## config.mk

```make
export PLATFORM = sky130hd
export DESIGN_NAME = morse_keyer_flat
export DESIGN_NICKNAME = d
export VERILOG_FILES = /design/src/rtl/morse_keyer_if.sv /design/src/rtl/morse_keyer.sv /design/src/flat_wrapper.sv
export SDC_FILE = /design/constraint.sdc
export NUM_CORES = 1
export LEC_CHECK = 0
export CAP_MARGIN = 20
export CORE_ASPECT_RATIO = 1.4
export CORE_MARGIN = 8
export CORE_UTILIZATION = 30
export CTS_BUF_LIST = sky130_fd_sc_hd__clkbuf_4 sky130_fd_sc_hd__clkbuf_8
export CTS_CLUSTER_SIZE = 20
export DETAILED_ROUTE_END_ITERATION = 12
export SLEW_MARGIN = 20
export SYNTH_ARGS = -nofsm -noshare
export SYNTH_HDL_FRONTEND = slang
export SYNTH_SLANG_ARGS = --single-unit
```

## constraint.sdc

```tcl
create_clock -name clk -period 3.1 [get_ports clk]
set_clock_uncertainty 0.2 [all_clocks]
set_input_delay 0.31 -clock clk [delete_from_list [all_inputs] [get_ports clk]]
set_output_delay 0.31 -clock clk [all_outputs]
set_load 0.01 [all_outputs]
```

## src/rtl/morse_keyer_if.sv

```systemverilog
// Letter request / display-and-key bus for the Morse keyer.
// The master side supplies start/letter and observes the keyer outputs;
// the slave side is the keyer itself.
interface morse_keyer_if;
  logic       start;
  logic [4:0] letter;
  logic [4:0] shift;
  logic       key_out;
  logic       busy;
  logic       done;
  logic       err;

  modport master (
    output start, letter,
    input  shift, key_out, busy, done, err
  );

  modport slave (
    input  start, letter,
    output shift, key_out, busy, done, err
  );
endinterface

```

## src/rtl/morse_keyer.sv

```systemverilog
// Morse keyer: plays the Morse pattern of a 5-bit letter code (1..26 = A..Z)
// as a timed key signal, and presents the letter code on the display bus.
// Build option MORSE_SHIFT_HOLD_EN: when defined, shift keeps the last sent
// letter after done instead of blanking to 0.
//
// state | meaning
// ------+--------------------------------------------------------------
// IDLE  | waiting for start; invalid codes pulse err
// MARK  | key on for one element (1 unit dot, 3 units dash)
// GAP   | key off for 1 unit between elements of the same letter
// LGAP  | key off for 3 units closing the letter, then done pulse
module morse_keyer #(
  parameter int unsigned UNIT_CYCLES = 12500000
) (
  input  logic           clk,
  input  logic           rst,
  morse_keyer_if.slave   bus
);

  localparam int UW = (UNIT_CYCLES < 2) ? 1 : $clog2(UNIT_CYCLES + 1);

  typedef enum logic [1:0] {IDLE, MARK, GAP, LGAP} state_t;

  state_t        state;
  logic [4:0]    shift_r;
  logic          key_r;
  logic          busy_r;
  logic          done_r;
  logic          err_r;
  logic [3:0]    pat_r;
  logic [2:0]    rem_r;
  logic [UW-1:0] ucnt;
  logic [1:0]    ecnt;

  logic [2:0]    rom_len;
  logic [3:0]    rom_pat;
  logic          valid;
  logic          tick;
  logic [1:0]    tgt_m1;
  logic          last_unit;

  // Morse alphabet ROM: element count and MSB-first pattern (1 = dash)
  always_comb begin
    rom_len = 3'd0;
    rom_pat = 4'b0000;
    case (bus.letter)
      5'd1:  begin rom_len = 3'd2; rom_pat = 4'b0100; end // A .-
      5'd2:  begin rom_len = 3'd4; rom_pat = 4'b1000; end // B -...
      5'd3:  begin rom_len = 3'd4; rom_pat = 4'b1010; end // C -.-.
      5'd4:  begin rom_len = 3'd3; rom_pat = 4'b1000; end // D -..
      5'd5:  begin rom_len = 3'd1; rom_pat = 4'b0000; end // E .
      5'd6:  begin rom_len = 3'd4; rom_pat = 4'b0010; end // F ..-.
      5'd7:  begin rom_len = 3'd3; rom_pat = 4'b1100; end // G --.
      5'd8:  begin rom_len = 3'd4; rom_pat = 4'b0000; end // H ....
      5'd9:  begin rom_len = 3'd2; rom_pat = 4'b0000; end // I ..
      5'd10: begin rom_len = 3'd4; rom_pat = 4'b0111; end // J .---
      5'd11: begin rom_len = 3'd3; rom_pat = 4'b1010; end // K -.-
      5'd12: begin rom_len = 3'd4; rom_pat = 4'b0100; end // L .-..
      5'd13: begin rom_len = 3'd2; rom_pat = 4'b1100; end // M --
      5'd14: begin rom_len = 3'd2; rom_pat = 4'b1000; end // N -.
      5'd15: begin rom_len = 3'd3; rom_pat = 4'b1110; end // O ---
      5'd16: begin rom_len = 3'd4; rom_pat = 4'b0110; end // P .--.
      5'd17: begin rom_len = 3'd4; rom_pat = 4'b1101; end // Q --.-
      5'd18: begin rom_len = 3'd3; rom_pat = 4'b0100; end // R .-.
      5'd19: begin rom_len = 3'd3; rom_pat = 4'b0000; end // S ...
      5'd20: begin rom_len = 3'd1; rom_pat = 4'b1000; end // T -
      5'd21: begin rom_len = 3'd3; rom_pat = 4'b0010; end // U ..-
      5'd22: begin rom_len = 3'd4; rom_pat = 4'b0001; end // V ...-
      5'd23: begin rom_len = 3'd3; rom_pat = 4'b0110; end // W .--
      5'd24: begin rom_len = 3'd4; rom_pat = 4'b1001; end // X -..-
      5'd25: begin rom_len = 3'd4; rom_pat = 4'b1011; end // Y -.--
      5'd26: begin rom_len = 3'd4; rom_pat = 4'b1100; end // Z --..
      default: begin rom_len = 3'd0; rom_pat = 4'b0000; end
    endcase
  end

  assign valid = (rom_len != 3'd0);
  assign tick  = (ucnt == UW'(UNIT_CYCLES - 1));

  // Units-per-state minus one: element count at which the last unit ends
  always_comb begin
    tgt_m1 = 2'd0;
    case (state)
      MARK:    tgt_m1 = pat_r[3] ? 2'd2 : 2'd0;
      GAP:     tgt_m1 = 2'd0;
      LGAP:    tgt_m1 = 2'd2;
      default: tgt_m1 = 2'd0;
    endcase
  end

  assign last_unit = tick && (ecnt == tgt_m1);

  // Sequencer: timing counters, element walk and registered outputs
  always_ff @(posedge clk or posedge rst) begin
    if (rst) begin
      state   <= IDLE;
      shift_r <= 5'd0;
      key_r   <= 1'b0;
      busy_r  <= 1'b0;
      done_r  <= 1'b0;
      err_r   <= 1'b0;
      pat_r   <= 4'b0000;
      rem_r   <= 3'd0;
      ucnt    <= '0;
      ecnt    <= 2'd0;
    end else begin
      done_r <= 1'b0;
      err_r  <= 1'b0;

      // unit timer runs in every active state; exits below restart it
      if (state != IDLE) begin
        if (tick) begin
          ucnt <= '0;
          ecnt <= ecnt + 2'd1;
        end else begin
          ucnt <= ucnt + UW'(1);
        end
      end

      case (state)
        IDLE: begin
          ucnt <= '0;
          ecnt <= 2'd0;
          if (bus.start) begin
            if (valid) begin
              shift_r <= bus.letter;
              pat_r   <= rom_pat;
              rem_r   <= rom_len;
              busy_r  <= 1'b1;
              key_r   <= 1'b1;
              state   <= MARK;
            end else begin
              err_r <= 1'b1;
            end
          end
        end

        MARK: begin
          if (last_unit) begin
            key_r <= 1'b0;
            ucnt  <= '0;
            ecnt  <= 2'd0;
            if (rem_r > 3'd1) begin
              rem_r <= rem_r - 3'd1;
              pat_r <= {pat_r[2:0], 1'b0};
              state <= GAP;
            end else begin
              state <= LGAP;
            end
          end
        end

        GAP: begin
          if (last_unit) begin
            key_r <= 1'b1;
            ucnt  <= '0;
            ecnt  <= 2'd0;
            state <= MARK;
          end
        end

        LGAP: begin
          if (last_unit) begin
            busy_r <= 1'b0;
            done_r <= 1'b1;
            ucnt   <= '0;
            ecnt   <= 2'd0;
`ifdef MORSE_SHIFT_HOLD_EN
            shift_r <= shift_r;
`else
            shift_r <= 5'd0;
`endif
            state  <= IDLE;
          end
        end

        default: state <= IDLE;
      endcase
    end
  end

  assign bus.shift   = shift_r;
  assign bus.key_out = key_r;
  assign bus.busy    = busy_r;
  assign bus.done    = done_r;
  assign bus.err     = err_r;

endmodule

```

## src/flat_wrapper.sv

```systemverilog
// flat-port wrapper written by rule: the top's interface ports become plain ports
module morse_keyer_flat 
#(
  parameter int unsigned UNIT_CYCLES = 12500000
)
  (clk, rst, bus_start, bus_letter, bus_shift, bus_key_out, bus_busy, bus_done, bus_err);
  morse_keyer_if bus_i ();
  input  logic clk;
  input  logic rst;
  input wire logic [$bits(bus_i.start)-1:0] bus_start;
  input wire logic [$bits(bus_i.letter)-1:0] bus_letter;
  output wire logic [$bits(bus_i.shift)-1:0] bus_shift;
  output wire logic [$bits(bus_i.key_out)-1:0] bus_key_out;
  output wire logic [$bits(bus_i.busy)-1:0] bus_busy;
  output wire logic [$bits(bus_i.done)-1:0] bus_done;
  output wire logic [$bits(bus_i.err)-1:0] bus_err;
  assign bus_i.start = bus_start;
  assign bus_i.letter = bus_letter;
  assign bus_shift = bus_i.shift;
  assign bus_key_out = bus_i.key_out;
  assign bus_busy = bus_i.busy;
  assign bus_done = bus_i.done;
  assign bus_err = bus_i.err;
  morse_keyer #(.UNIT_CYCLES(UNIT_CYCLES)) u_core (.clk(clk), .rst(rst), .bus(bus_i));
endmodule
```

==> metrics.txt <==
outcome finished clean; Slew Viols, Final 0; Hold Path Class reg -> reg; Worst R2R Path Depth 6; PortBufs 16; Global Route met3 Usage 2.33%; post_cts resized 0; max_cap viols 0; Post-synth EDFFs 0; Rows 41; DP HPWL 4510 um; delay-heaviest family, CP buffers and inverters; Area Growth Syn to Fin 17.0%; Final period util 90.1%; final core occ 35.5%; Core ar. 8930 sq um; Antenna diodes 0; Final min period 2.79 ns; cell taking the most area after synthesis dfrtp_1; top cells by area, synth dfrtp_1, ha_1, xor2_1; RSZ-0062 raised after global routing no; gpl congestion 0.826; Worst slew margin 38.4%; capturing point of the worst reg2reg path u_core.bus.shift[3]; global-route met1 utilization 11.7%; Seq/Total Area, Yosys 40.6%; drt pass-1 iters 4; internal reg-to-reg setup slack 0.51 ns; Die W 96.3 um; Fmax 358 MHz; DR vias/cell 4.99; Max VDD drop 0.233 mV; clock buffer depth 2; Final nets 339; clk_lat worst skew 0.30 ns; Buf+Inv Stages, Crit Path 2; fraction of layout cells with a size suffix above 1 12.6%; initial antenna violation count 0; Req. time, crit path 3.09 ns; gr busiest metal met2; All-Layer GR Usage 10.3%; RR Startpoint u_core.ucnt[8]; number of nets with antenna violations after routing 0; Ports 17; slowest cell on the critical path clkdlybuf4s50_1; crit path DAT 2.78 ns; overall die height 128 um; worst hold slack 0.259 ns; element type at the critical path end flip-flop; Post-synth top flop dfrtp_1; CTS Sinks 44; synthesized area per cell 9.22 sq um; die area 12,400 sq um; flops & latches, synth 44; htree depth 2; vias post-DR 2,121; vias in the first global route 2,119; largest net degree at the start of global routing 45; Critical Path, Cell by Cell clkdlybuf4s50_1 > ha_1 > inv_1 > ha_1 > o21ai_0 > o32ai_1 > nor4_2 > a211o_1 > mux2_2; met2 GRT Util 18.3%; Post-Syn Area 2710 sq um; top-area cell type share of the netlist area 40.6%; Synth top cells by count dfrtp_1, nor2_1, nand2_1, xor2_1, o21ai_0; starting DRC count in detailed routing 94; Setup crit start kind input pin; starting density of the core 30.4%; Slew @ Worst Pin 0.923 ns; WL final 6050 um; cells after synthesis 294; Max stage delay on crit path 0.56 ns; cell count of the worst hold path 1; Post-CTS Hold Fix Bufs 0; CP most frequent cell ha_1; TritonCTS clock tree built; worst hold start u_core.ucnt[0]; Worst Path Max Fanout 6; number of remaining DRC errors 0; Ys Warns 0; first-pass GRT wire length 10,200 um; most frequent cell after synthesis dfrtp_1; # Post-CTS Setup Buffers 0; CTS Buf Count 5; WS Path Type in -> reg; root buffer cell clkbuf_8; Yosys cell types 50; PD cells 384 nW/um^2; ys async rst share 100%; register clock-pin slew on the reported worst setup and hold paths 0.08 ns; per-cell routed wire length 14.2 um; Setup-failing EPs final 0; global route total overflow 0; Static Leakage 1.39 nW; Hold EP u_core.ucnt[0]; Syn Nets 316; Final Hold Viols 0
-- cell families (layout without fill, tap and decap cells) --
group | after synthesis | after routing | synth area share (%)
AOI/OAI and AO/OA | 50 | 50 | 12.4
buffers and inverters | 25 | 49 | 3.65
and+or+nand+nor | 129 | 129 | 25.5
muxes | 7 | 7 | 3.28
xor gates and xnor gates | 25 | 25 | 8.08
adders and majority gates | 14 | 14 | 6.46
DFF | 44 | 44 | 40.6
-- stage by stage --
step	setup TNS [ns]	setup slack, ns	instance area, sq um	std cells	power (mW)
after floorplan	0	0.466	2710	294	0.687
after global placement	0	0.0171	3050	417	0.741
after detailed placement	-0.214	-0.0572	3050	417	0.742
after CTS	0	0.283	3170	425	1.23
after global routing	0	0.143	3170	425	1.27
final	0	0.305	3170	425	1.22
-- metal layers --
metal | share of wire [%] | vias to the layer above
li1 | - | 1070
met1 | 43 | 1020
met2 | 54 | 22
met3 | 2.1 | 9
met4 | 1.3 | 0
met5 | 0 | -
-- sequential cells by signal, summed over array words and instances, names as in the netlist --
register and count:
u_core.ucnt 24, u_core.ecnt 2, u_core.bus.shift 5, u_core.bus.err 1, u_core.pat_r 4, u_core.rem_r 3, u_core.bus.key_out 1, u_core.state 2
u_core.bus.busy 1, u_core.bus.done 1
-- worst max path at each step --
stage                              from         endpoint  slack [ns]  cells past startpoint
after floorplan           bus_letter[2]  u_core.pat_r[0]        0.47                      9
after global placement    bus_letter[0]  u_core.pat_r[1]        0.02                      9
after global routing      bus_letter[0]  u_core.pat_r[3]        0.14                      9
after CTS                 bus_letter[0]  u_core.pat_r[2]        0.28                      8
final                     bus_letter[0]  u_core.pat_r[3]        0.31                      9
after detailed placement  bus_letter[0]  u_core.pat_r[2]       -0.06                      8
-- cell type report --
class | count | area (sq um)
sequential | 44 | 1100
fill | 932 | 5750
tap | 107 | 134
inverter | 13 | 48.8
multi-input combinational | 225 | 1510
clock buffer | 7 | 96.3
timing repair buffer | 28 | 250
clock inverter | 1 | 30.0
-- report_power, final --
part	switching [mW]	leakage, nW	internal [mW]
sequential	0.00856	0.580	0.587
clock	0.204	0.0645	0.285
combinational	0.0714	0.745	0.0617
-- placed cells by master (no fill, tap or decap), drive strengths merged, types with 8 or more instances in the layout --
master / instances
nor3: 8
nand3: 11
a21oi: 8
o21ai: 15
nand2: 27
clkdlybuf4s50: 16
nor2: 40
inv: 13
dfrtp: 44
xor2: 18
buf: 12
ha: 14
nand4: 8
Power figures use the tool's default switching activity.
